[src/rtl/spi_upcounter_pkg.sv]
// Shared types and constants for the SPI up-counter link.
package spi_upcounter_pkg;

    // Receiver FSM states.
    typedef enum logic [1:0] {
        IDLE    = 2'd0,
        RX      = 2'd1,
        WAIT_CS = 2'd2
    } spi_slave_state_t;

    // Bits per SPI frame; the top two bits are padding around the count.
    localparam int FRAME_BITS = 16;

    // Defaults shared with the master / control-unit side.
    localparam int DATA_W    = 14;
    localparam int MAX_VALUE = 9999;

endpackage

[src/rtl/spi_upcounter_slave_sync_edge.sv]
// Multi-flop synchronizer for one asynchronous pin with registered
// single-cycle rise/fall pulses of the synchronized level.
module spi_sync_edge #(
    parameter int SYNC_STAGES = 2
) (
    input  logic clk,
    input  logic rst_n,
    input  logic i_async,
    output logic o_rise,
    output logic o_fall
);

    logic [SYNC_STAGES-1:0] sync_q, sync_d;
    logic prev_q, prev_d;
    logic rise_q, rise_d;
    logic fall_q, fall_d;

    // Next-state: shift chain and compare synced level with its previous value.
    always_comb begin
        sync_d[0] = i_async;
        for (int i = 1; i < SYNC_STAGES; i++) begin
            sync_d[i] = sync_q[i-1];
        end
        prev_d = sync_q[SYNC_STAGES-1];
        rise_d = sync_q[SYNC_STAGES-1] & ~prev_q;
        fall_d = ~sync_q[SYNC_STAGES-1] & prev_q;
    end

    // Registers; a pin held low through reset produces no fall pulse after release.
    always_ff @(posedge clk or negedge rst_n) begin
        if (!rst_n) begin
            sync_q <= '0;
            prev_q <= 1'b0;
            rise_q <= 1'b0;
            fall_q <= 1'b0;
        end else begin
            sync_q <= sync_d;
            prev_q <= prev_d;
            rise_q <= rise_d;
            fall_q <= fall_d;
        end
    end

    assign o_rise = rise_q;
    assign o_fall = fall_q;

endmodule

[src/rtl/spi_upcounter_slave.sv]
// SPI mode-0 slave: receives 16-bit frames carrying a bounded count,
// commits legal values with a valid strobe, flags short/out-of-range
// frames, and echoes the last committed count on MISO.
module spi_upcounter_slave #(
    parameter int DATA_W      = spi_upcounter_pkg::DATA_W,
    parameter int MAX_VALUE   = spi_upcounter_pkg::MAX_VALUE,
    parameter int SYNC_STAGES = 2
) (
    input  logic              clk,
    input  logic              reset,
    input  logic              i_sclk,
    input  logic              i_mosi,
    input  logic              i_cs_n,
    output logic              o_miso,
    output logic [DATA_W-1:0] o_data,
    output logic              o_valid,
    output logic              o_frame_err,
    output logic              o_busy
);
    import spi_upcounter_pkg::*;

    logic sclk_rise, sclk_fall;
    logic cs_rise, cs_fall;
    logic [SYNC_STAGES-1:0] mosi_q, mosi_d;
    logic mosi_sync;

    spi_slave_state_t state_q, state_d;
    logic [4:0]            bit_cnt_q, bit_cnt_d;
    logic [FRAME_BITS-1:0] rx_q, rx_d;
    logic [FRAME_BITS-1:0] tx_q, tx_d;
    logic [DATA_W-1:0]     data_q, data_d;
    logic                  valid_q, valid_d;
    logic                  err_q, err_d;
    logic [DATA_W-1:0]     value;

    spi_sync_edge #(.SYNC_STAGES(SYNC_STAGES)) u_sclk_sync (
        .clk    (clk),
        .rst_n  (reset),
        .i_async(i_sclk),
        .o_rise (sclk_rise),
        .o_fall (sclk_fall)
    );

    spi_sync_edge #(.SYNC_STAGES(SYNC_STAGES)) u_cs_sync (
        .clk    (clk),
        .rst_n  (reset),
        .i_async(i_cs_n),
        .o_rise (cs_rise),
        .o_fall (cs_fall)
    );

    // MOSI synchronizer, same depth as the sclk path so data lines up with the edge pulses.
    always_comb begin
        mosi_d[0] = i_mosi;
        for (int i = 1; i < SYNC_STAGES; i++) begin
            mosi_d[i] = mosi_q[i-1];
        end
    end

    assign mosi_sync = mosi_q[SYNC_STAGES-1];

    // Frame FSM: next state, shift registers, commit/reject strobes.
    always_comb begin
        state_d   = state_q;
        bit_cnt_d = bit_cnt_q;
        rx_d      = rx_q;
        tx_d      = tx_q;
        data_d    = data_q;
        valid_d   = 1'b0;
        err_d     = 1'b0;
        value     = '0;
        case (state_q)
            IDLE: begin
                if (cs_fall) begin
                    state_d   = RX;
                    bit_cnt_d = '0;
                    rx_d      = '0;
                    tx_d      = {{(FRAME_BITS-DATA_W){1'b0}}, data_q};
                end
            end
            RX: begin
                if (sclk_fall) begin
                    tx_d = {tx_q[FRAME_BITS-2:0], 1'b0};
                end
                if (sclk_rise && bit_cnt_q == 5'(FRAME_BITS-1)) begin
                    // Last bit: decide commit or reject; a coincident cs rise is not an error.
                    rx_d      = {rx_q[FRAME_BITS-2:0], mosi_sync};
                    bit_cnt_d = bit_cnt_q + 5'd1;
                    value     = rx_d[DATA_W-1:0];
                    if (32'(value) <= MAX_VALUE) begin
                        data_d  = value;
                        valid_d = 1'b1;
                    end else begin
                        err_d = 1'b1;
                    end
                    state_d = cs_rise ? IDLE : WAIT_CS;
                end else if (cs_rise) begin
                    err_d   = 1'b1;
                    state_d = IDLE;
                end else if (sclk_rise) begin
                    rx_d      = {rx_q[FRAME_BITS-2:0], mosi_sync};
                    bit_cnt_d = bit_cnt_q + 5'd1;
                end
            end
            WAIT_CS: begin
                if (cs_rise) begin
                    state_d = IDLE;
                end
            end
            default: state_d = IDLE;
        endcase
    end

    // State and datapath registers; reset aborts any frame without a strobe.
    always_ff @(posedge clk or negedge reset) begin
        if (!reset) begin
            mosi_q    <= '0;
            state_q   <= IDLE;
            bit_cnt_q <= '0;
            rx_q      <= '0;
            tx_q      <= '0;
            data_q    <= '0;
            valid_q   <= 1'b0;
            err_q     <= 1'b0;
        end else begin
            mosi_q    <= mosi_d;
            state_q   <= state_d;
            bit_cnt_q <= bit_cnt_d;
            rx_q      <= rx_d;
            tx_q      <= tx_d;
            data_q    <= data_d;
            valid_q   <= valid_d;
            err_q     <= err_d;
        end
    end

    assign o_miso      = (state_q != IDLE) ? tx_q[FRAME_BITS-1] : 1'b0;
    assign o_data      = data_q;
    assign o_valid     = valid_q;
    assign o_frame_err = err_q;
    assign o_busy      = (state_q != IDLE);

endmodule

[config.mk]
export PLATFORM = sky130hd
export DESIGN_NAME = spi_upcounter_slave
export DESIGN_NICKNAME = d
export VERILOG_FILES = /design/src/rtl/spi_upcounter_pkg.sv /design/src/rtl/spi_upcounter_slave_sync_edge.sv /design/src/rtl/spi_upcounter_slave.sv
export SDC_FILE = /design/constraint.sdc
export NUM_CORES = 1
export LEC_CHECK = 0
export CORE_AREA = 2 2 74 76
export DETAILED_ROUTE_END_ITERATION = 8
export DIE_AREA = 0 0 76 78
export PLACE_DENSITY = 0.85
export SLEW_MARGIN = 20
export SYNTH_ARGS = -nofsm -noshare
export SYNTH_HDL_FRONTEND = slang
export SYNTH_HIERARCHICAL = 1
export SYNTH_SLANG_ARGS = --single-unit
[constraint.sdc]
create_clock -name clk -period 2.5 [get_ports clk]
set_input_delay 0.5 -clock clk [delete_from_list [all_inputs] [get_ports clk]]
set_output_delay 0.5 -clock clk [all_outputs]
set_load 0.01 [all_outputs]
==> reports/metrics.yaml <==
setup_path:
  critPathMaxFanout: 10
  slowest_stage: "dfrtp_1"
  worstPathCellList: "or2_2 -> and2_1 -> clkdlybuf4s50_1"
  cp_slowest_stage_delay_ns: 0.51
  critPathKind: "register to primary output"
  worstPathArrival_ns: 1.82
  cp_data_required_time_ns: 2.00
  crit_path_start_kind: "register"
  critPathCaptureType: "primary output"
pwr:
  p_seq_frac: 0.536
  internal_power_w: 0.001545
  swShare: 0.2520
  leakage_nw: 1.624
  power_density_nw_per_um2: 642.7
  ir_drop_v: 0.0004261
  clock_power_share: 0.360
  p_comb_frac: 0.104
  p_sw_w: 0.0005206
synthesis:
  synth_area_per_cell_um2: 14.43
  synth_top_cell_by_area: "dfrtp_1"
  synth-seq-cells: 64
  syn_area_um2: 2800
  synth_top_area_frac: 0.5719
  synth_area_leaders: "dfrtp_1, mux2_4, mux2_2"
  synth-edff-count: 0
  ys.flop_type: "dfrtp_1"
  ys_warn_count: 6
  synth_cells: 194
  synth.yosys.seq_area_share: 0.5719
  syn_nets: 201
  yosysUniqueCellTypes: 34
  synthArstFlopShare: 1.000
sta:
  period_needed_ns: 2.321
  period_share: 0.9285
  maxClockFrequency_mhz: 430.8
  slew-limit-headroom: 0.5483
  hold_viol: 0
  fin_skew_ns: 0.004852
  slew_viol_final: 0
  fin_tns_setup_ns: 0
  setup_viol: 0
  worst_pin_slew_ns: 0.6760
  setup_ws_ns: 0.1789
  whs_ns: 0.1688
  rsz0062_at_grt: "false"
floorplanning:
  rows: 26
  io_pins: 23
  fp.dieH_um: 78
  design.die.area_um2: 5928
  core_area_um2: 5042
  die_w_um: 76
  initial_core_util: 0.5553
finish:
  area_delta_synth_final_pct: 14.79
  drive_gt1_frac: 0.2489
  n_antenna_cell: 0
  final_nets: 227
  final_cells: 295
global_route:
  antenna_found_initial: 0
  gr-total-overflow: 0
  grt_pass1_vias: 1634
  grt_max_degree: 40
  grt_pass1_wl_um: 7935
  grtUsageTotal: 0.1741
cts:
  post_cts.repair.setup_buffers: 0
  ctsResizeCount: 0
  cts_tree: "done"
  path_clk_slew_ns: 0.07
  ctsHoldBuffers: 0
  clock_sinks: 64
  clockBufferDepth: 2
  clock_latency_ns: 0.33
  clockRootBuffer: "clkbuf_8"
  cts_buffers: 9
  cts_max_level: 3
routing:
  drtAntennaViolNets: 0
  route.detailed.drc: 0
  via_per_inst: 5.288
  wl_per_cell_um: 15.77
  drt_iter0_drc: 57
  first_pass_iters: 4
  routed_wirelength_um: 4653
  num_vias: 1560
placement:
  gp_congestion: 0.7893
  pre_cts_slack_ns: 0.3842
  placed_cells: 279
  hpwl_um: 3058
  port_buffers: 22
flow_run:
  drv_cap: 0
outcome:
  status: "completed"
worst_hold_path:
  hp-class: "primary input to async pin"
## state kept, by name, summed over array words and instances, names as in the netlist
| register | flops |
|---|---|
| o_frame_err | 1 |
| bit_cnt_q | 5 |
| u_cs_sync/o_fall | 1 |
| u_cs_sync/sync_q | 2 |
| u_sclk_sync/sync_q | 2 |
| o_data | 14 |
| u_sclk_sync/o_fall | 1 |
| mosi_q | 2 |
| state_q | 2 |
| rx_q | 13 |
| u_cs_sync/o_rise | 1 |
| o_valid | 1 |
| tx_q | 16 |
| u_sclk_sync/o_rise | 1 |
| u_sclk_sync/prev_q | 1 |
| u_cs_sync/prev_q | 1 |
## worst paths after layout
check,to,slack [ns],startpoint,depth (start not counted)
min in group clk,u_cs_sync/sync_q[1],0.35,u_cs_sync/sync_q[0],0
setup / recovery,o_miso,0.18,state_q[1],3
setup reg to reg,bit_cnt_q[0],0.37,bit_cnt_q[0],6
hold reg to reg,u_cs_sync/sync_q[1],0.35,u_cs_sync/sync_q[0],0
max in group asynchronous,tx_q[14],1.73,reset,2
hold / removal,tx_q[7],0.17,reset,1
## metrics by stage
stage / utilization / instance area [um^2] / total power (W)
6_report: 0.6375 / 3214 / 0.002066
3_3_place_gp: 0.6047 / 3049 / 0.001332
2_1_floorplan: - / 2800 / 0.001288
5_1_grt: 0.6375 / 3214 / 0.002154
4_1_cts: 0.6375 / 3214 / 0.002092
3_5_place_dp: 0.6047 / 3049 / 0.001344
## cell type report
| cell class | instances | area, um^2 |
|---|---|---|
| well taps | 70 | 87.58 |
| clock buffers | 12 | 145.1 |
| multi-input cells | 107 | 1061 |
| clock inverters | 4 | 20.02 |
| inverters | 13 | 48.80 |
| fillers | 391 | 1828 |
| repair buffers | 25 | 250.2 |
| flip-flops and latches | 64 | 1602 |
## worst max-delay path, delay by kind of cell (launching register included)
family,cells,cell delay (ns)
buf+inv,1,0.47
flops,1,0.51
simple gates,2,0.51
## synthesized netlist by cell type (2+ instances only)
cell type	count
and3_1	3
buf_4	3
nand2_1	11
o21a_1	2
ha_1	2
mux2_2	9
buf_2	2
mux2_1	8
inv_1	13
o21ai_0	2
and2b_2	2
nor2b_1	2
nand2b_1	4
dfrtp_1	64
a22o_1	11
a21oi_1	4
mux2i_1	10
nand4_1	2
buf_6	5
mux2_4	21
## routing by layer
layer  up-vias  GRT usage  wire length [um]
met5         -          0                 0
li1        732          -                 -
met2        25     0.2750              2305
met4         0    0.08909               116
met3        10    0.05698               143
met1       793     0.2157              2088
## cell usage in the layout, fill, tap and decap left out, types with 2 or more instances in the layout
cell              n
nor2b_1           2
and3_1            3
clkinv_2          4
a22o_1           11
o21a_1            2
nand2_1          11
nand4_1           2
mux2_4           21
clkbuf_8         10
and2b_2           2
mux2_2            9
o21ai_0           2
inv_1            13
a21oi_1           4
clkdlybuf4s50_1  21
ha_1              2
nand2b_1          4
clkbuf_1          2
buf_4             2
mux2_1            8
dfrtp_1          64
mux2i_1          10
## logic make-up after synthesis
kind of cell	count (synthesis)	synth area share
flops	64	0.5719
fa+ha+maj	2	0.008935
buf+inv	23	0.04915
simple gates	32	0.07328
mux	48	0.2167
compound gates	25	0.07998
## power by group through the flow
stage / logic (W) / clock network (W) / registers, W
after detailed placement: 0.000217 / 0 / 0.00113
after global routing: 0.000233 / 0.000807 / 0.00111
after global placement: 0.000209 / 0 / 0.00112
final: 0.000214 / 0.000744 / 0.00111
after floorplan: 0.000176 / 0 / 0.00111
after CTS: 0.000218 / 0.000766 / 0.00111
(Power assumes the default switching activity.)
